## src/rtl/muln_seq_mul.sv

```systemverilog
// Word-serial multi-precision unsigned multiplier: y = a * b, one word-by-word partial product per cycle.
// Optional two's-complement mode behind `MULN_SIGNED_EN` (adds sgn input and two correction cycles).
module muln_seq_mul #(
  parameter int WORD_W = 16,
  parameter int NWORDS = 2
) (
  input  logic                         clk,
  input  logic                         rst,
`ifdef MULN_SIGNED_EN
  input  logic                         sgn,
`endif
  input  logic                         start,
  input  logic [NWORDS*WORD_W-1:0]     a,
  input  logic [NWORDS*WORD_W-1:0]     b,
  output logic                         busy,
  output logic                         done,
  output logic [2*NWORDS*WORD_W-1:0]   y
);

  localparam int OP_W  = NWORDS * WORD_W;
  localparam int ACC_W = 2 * OP_W;
  localparam int IDX_W = (NWORDS > 1) ? $clog2(NWORDS) : 1;
  localparam logic [IDX_W-1:0] LAST = IDX_W'(NWORDS - 1);

`ifdef MULN_SIGNED_EN
  typedef enum logic [2:0] {IDLE, MUL, CORR_A, CORR_B, DONE} state_t;
`else
  typedef enum logic [1:0] {IDLE, MUL, DONE} state_t;
`endif

  state_t             state, state_next;
  logic [OP_W-1:0]    a_reg, b_reg;
  logic [ACC_W-1:0]   acc, acc_next;
  logic [IDX_W-1:0]   i_idx, j_idx;
  logic [WORD_W-1:0]  a_word, b_word;
  logic [2*WORD_W-1:0] prod;
  logic [31:0]        shamt;
  logic               last_step;
  logic               accept;
`ifdef MULN_SIGNED_EN
  logic               sgn_reg;
`endif

  assign last_step = (i_idx == LAST) && (j_idx == LAST);
  assign accept    = ((state == IDLE) || (state == DONE)) && start;

  always_ff @(posedge clk) begin
    if (rst) state <= IDLE;
    else     state <= state_next;
  end

  // Next state and status outputs; start is only looked at in IDLE/DONE.
  always_comb begin
    state_next = state;
    busy       = 1'b0;
    done       = 1'b0;
    case (state)
      IDLE: state_next = start ? MUL : IDLE;
      MUL: begin
        busy = 1'b1;
        if (last_step) begin
`ifdef MULN_SIGNED_EN
          state_next = sgn_reg ? CORR_A : DONE;
`else
          state_next = DONE;
`endif
        end
      end
`ifdef MULN_SIGNED_EN
      CORR_A: begin
        busy       = 1'b1;
        state_next = CORR_B;
      end
      CORR_B: begin
        busy       = 1'b1;
        state_next = DONE;
      end
`endif
      DONE: begin
        done       = 1'b1;
        state_next = start ? MUL : IDLE;
      end
      default: state_next = IDLE;
    endcase
  end

  // Partial product a_i*b_j lands at word offset i+j; carries ripple through the whole accumulator.
  always_comb begin
    a_word   = a_reg[i_idx*WORD_W +: WORD_W];
    b_word   = b_reg[j_idx*WORD_W +: WORD_W];
    prod     = {{WORD_W{1'b0}}, a_word} * {{WORD_W{1'b0}}, b_word};
    shamt    = (32'(i_idx) + 32'(j_idx)) * 32'(WORD_W);
    acc_next = acc;
    case (state)
      MUL: acc_next = acc + (ACC_W'(prod) << shamt);
`ifdef MULN_SIGNED_EN
      CORR_A: if (a_reg[OP_W-1]) acc_next = acc - {b_reg, {OP_W{1'b0}}};
      CORR_B: if (b_reg[OP_W-1]) acc_next = acc - {a_reg, {OP_W{1'b0}}};
`endif
      default: acc_next = acc;
    endcase
  end

  // Operand capture, index walk (j inner, i outer) and result load on entry to DONE.
  always_ff @(posedge clk) begin
    if (rst) begin
      a_reg <= '0;
      b_reg <= '0;
      acc   <= '0;
      i_idx <= '0;
      j_idx <= '0;
      y     <= '0;
`ifdef MULN_SIGNED_EN
      sgn_reg <= 1'b0;
`endif
    end else if (accept) begin
      a_reg <= a;
      b_reg <= b;
      acc   <= '0;
      i_idx <= '0;
      j_idx <= '0;
`ifdef MULN_SIGNED_EN
      sgn_reg <= sgn;
`endif
    end else begin
      acc <= acc_next;
      if (state == MUL) begin
        if (j_idx == LAST) begin
          j_idx <= '0;
          i_idx <= (i_idx == LAST) ? '0 : i_idx + 1'b1;
        end else begin
          j_idx <= j_idx + 1'b1;
        end
      end
      if ((state_next == DONE) && (state != DONE)) y <= acc_next;
    end
  end

endmodule

```

## config.mk

```make
export PLATFORM = sky130hd
export DESIGN_NAME = muln_seq_mul
export DESIGN_NICKNAME = d
export VERILOG_FILES = /design/src/rtl/muln_seq_mul.sv
export SDC_FILE = /design/constraint.sdc
export NUM_CORES = 1
export LEC_CHECK = 0
export CORE_ASPECT_RATIO = 0.75
export CORE_UTILIZATION = 45
export DETAILED_ROUTE_END_ITERATION = 7
export GPL_TIMING_DRIVEN = 0
export SETUP_SLACK_MARGIN = 0.4
export SYNTH_ARGS = -nofsm -noshare
export SYNTH_HDL_FRONTEND = slang
export SYNTH_SLANG_ARGS = --single-unit
```

## constraint.sdc

```tcl
create_clock -name clk -period 13.88 [get_ports clk]
set_clock_uncertainty 0.1 [all_clocks]
set_input_delay 2.776 -clock clk [delete_from_list [all_inputs] [get_ports clk]]
set_output_delay 2.776 -clock clk [all_outputs]
set_load 0.02 [all_outputs]
```

==> results.md <==
* Syn Area/Cell at 7.86 µm²
* Via count at 18544
* CTS tree: done
* IO buf count at 132
* Die Wd at 246 µm
* # DRC at 0
* Final setup viols at 0
* Outcome: finished, final reports clean
* Cells after synthesis at 2547
* Clock transition at path regs at 0.08 ns
* Number of maximum-capacitance violations at 0
* Antenna violations before repair at 0
* Pleak at 9.90 nW
* Clock root buffer: clkbuf_16
* Crit. End Element: flip-flop
* CTS Buf Count at 17
* Hold Crit Class: reg2reg
* Final ANT Viol Nets at 0
* Kind of critical path: reg2reg
* Via density at 5.63
* Register-to-Register Path Depth at 39
* Post-synth cell types at 77
* WP data arrival at 12.67 ns
* Share of cells above drive strength 1 at 3.83%
* Die area at 0.0454 mm²
* Worst ir drop on vdd at 0.0939 mV
* Crit path required time at 14.19 ns
* Vias in the first global route at 17643
* H-tree Lvls at 4
* Final WL at 68200 µm
* Seq cells post-synth at 196
* Grt ovf at 0
* Resize count post-CTS at 0
* Synth Flop Type: dfxtp_1
* Sink Count at 196
* Starting Density at 45.9%
* Clock tree buffer depth at 2
* CP peak stage delay at 1.02 ns
* Final Hold Vio Count at 0
* Largest net degree at the start of global routing at 23
* IO Pins at 133
* Drt pass-1 iters at 6
* RSZ-0062 raised after global routing: no
* Mapped cell area at 0.0200 mm²
* HPWL after detailed placement at 56600 µm
* Clock latency on the worst-skew pair at 0.49 ns
* Actual slew at the worst max-slew pin at 1.27 ns
* Hold depth at 2
* Fillers at 4380
* Post-CTS Hold Buffers at 0
* Gpl congestion at 0.977
* Crit share post-route at 89.1%
* Slowest-stage cell, CP: mux2i_1
* First-pass GRT wire length at 105000 µm
* Final core occ at 52.1%
* Syn-to-layout area delta at 13.4%
* Total negative slack at 0 ns
* Die height at 185 µm
* Row count at 66
* Worst-path fanout max at 10
* PD cells at 69.9 mW/mm²
* Final nets at 3129
* Post-CTS Setup Inserts at 0
* Starting DRT DRC Count at 1587
* Most common cell after layout, fill and taps aside: nand2_1
* Asr flop ratio synth at 0%
* Commonest non-fill, non-tap cells in the layout: nand2_1, inv_1, a21oi_1
* Post-synth EDFFs at 0
* Final min period at 12.36 ns
* Core ar. at 0.0436 mm²
* Sequential share of the synthesized area at 19.6%
* Largest registers: acc: 64 flops, y: 64 flops
* Max-slew violations at 0
* Fmax at 80.9 MHz
* Syn_nets at 2977
* Setup crit start kind: flip-flop
* Drt wl/cell at 20.7 µm
* Ys Warns at 0
* Max_slew headroom at 12.7%
* GR Util All Layers at 30.8%
-- final timing paths --
check / startpoint / endpoint / slack (ns)
max: i_idx / y[59] / 1.52
min: y[48] / y[48] / 0.35
max reg2reg: i_idx / y[59] / 1.52
min reg2reg: y[48] / y[48] / 0.35
-- critical path: cells and delay by family (launching register included) --
kind	cells	cell delay, ns
fa+ha+maj	8	3.74
mux	1	1.02
flops	1	0.34
xor+xnor	2	0.53
compound gates	18	4.10
simple gates	2	0.28
buf+inv	8	2.16
-- layout make-up --
| type | instances | area [µm²] | area share, % |
|---|---|---|---|
| Clock inverter | 15 | 200 | 0.882 |
| Clock buffer | 17 | 425 | 1.87 |
| Tap cell | 578 | 723 | 3.18 |
| Antenna cell | 1 | 2.50 | 0.0110 |
| Buffer | 127 | 492 | 2.17 |
| Timing Repair Buffer | 133 | 1330 | 5.85 |
| Multi-Input combinational cell | 1968 | 14700 | 64.5 |
| Sequential cell | 196 | 3920 | 17.3 |
| Inverter | 256 | 961 | 4.23 |
-- where the power goes --
part / total, mW / internal [mW] / switching (mW)
clock network: 0.544 / 0.250 / 0.294
registers: 0.589 / 0.577 / 0.0120
logic: 0.453 / 0.144 / 0.309
-- layer usage --
| layer | wire length [µm] | global-route usage [%] | vias to the layer above |
|---|---|---|---|
| met3 | 6590 | 7.54 | 62 |
| met5 | 0 | 0 | - |
| li1 | - | - | 8706 |
| met2 | 27400 | 42.4 | 671 |
| met4 | 946 | 6.63 | 0 |
| met1 | 33300 | 47.5 | 9105 |
-- logic make-up after synthesis --
family	Yosys count	share of synthesized area (%)
simple gates	919	19.4
compound gates	525	16.0
buf+inv	383	7.25
fa+ha+maj	363	30.0
flops	196	19.6
xor+xnor	86	3.76
mux	75	3.99
-- through the flow --
step	setup slack, ns	hold WS, ns	total power, mW	area, µm²	cells
after floorplan	4.22	0.333	0.881	20000	2547
after global placement	1.89	0.342	1.04	22100	3257
after detailed placement	1.81	0.347	1.05	22100	3258
after CTS	1.75	0.359	1.59	22700	3290
after global routing	0.915	0.372	1.66	22700	3290
final	1.52	0.355	1.59	22700	3291
-- synth_stat cells, types with 9 or more instances --
library cell  count  share of area, %
buf_1            13              0.24
o21ai_0          77               1.9
ha_1            168                10
o21a_1           17              0.64
and3_1           14              0.44
a21o_1           60               2.2
mux2i_1          39               1.9
nand3_1          44               1.1
nand4_1          26              0.81
o21bai_1         10              0.37
o211ai_1         10              0.37
o22ai_1          10              0.31
nand2_1         523               9.8
nor2b_1          16              0.50
a31oi_1          14              0.44
fa_1            195                19
xor2_1           38               1.7
or3_1             9              0.28
inv_1           254               4.8
a211oi_1         11              0.41
dfxtp_1         196                20
nor2_1          205               3.8
buf_2             9              0.22
nor3_1           14              0.35
clkbuf_1        104               1.9
xnor2_1          48               2.1
nand2b_1         14              0.44
a21oi_1         254               6.3
and2_1           28              0.87
mux2_2           34               1.9
Power figures use the tool's default switching activity.
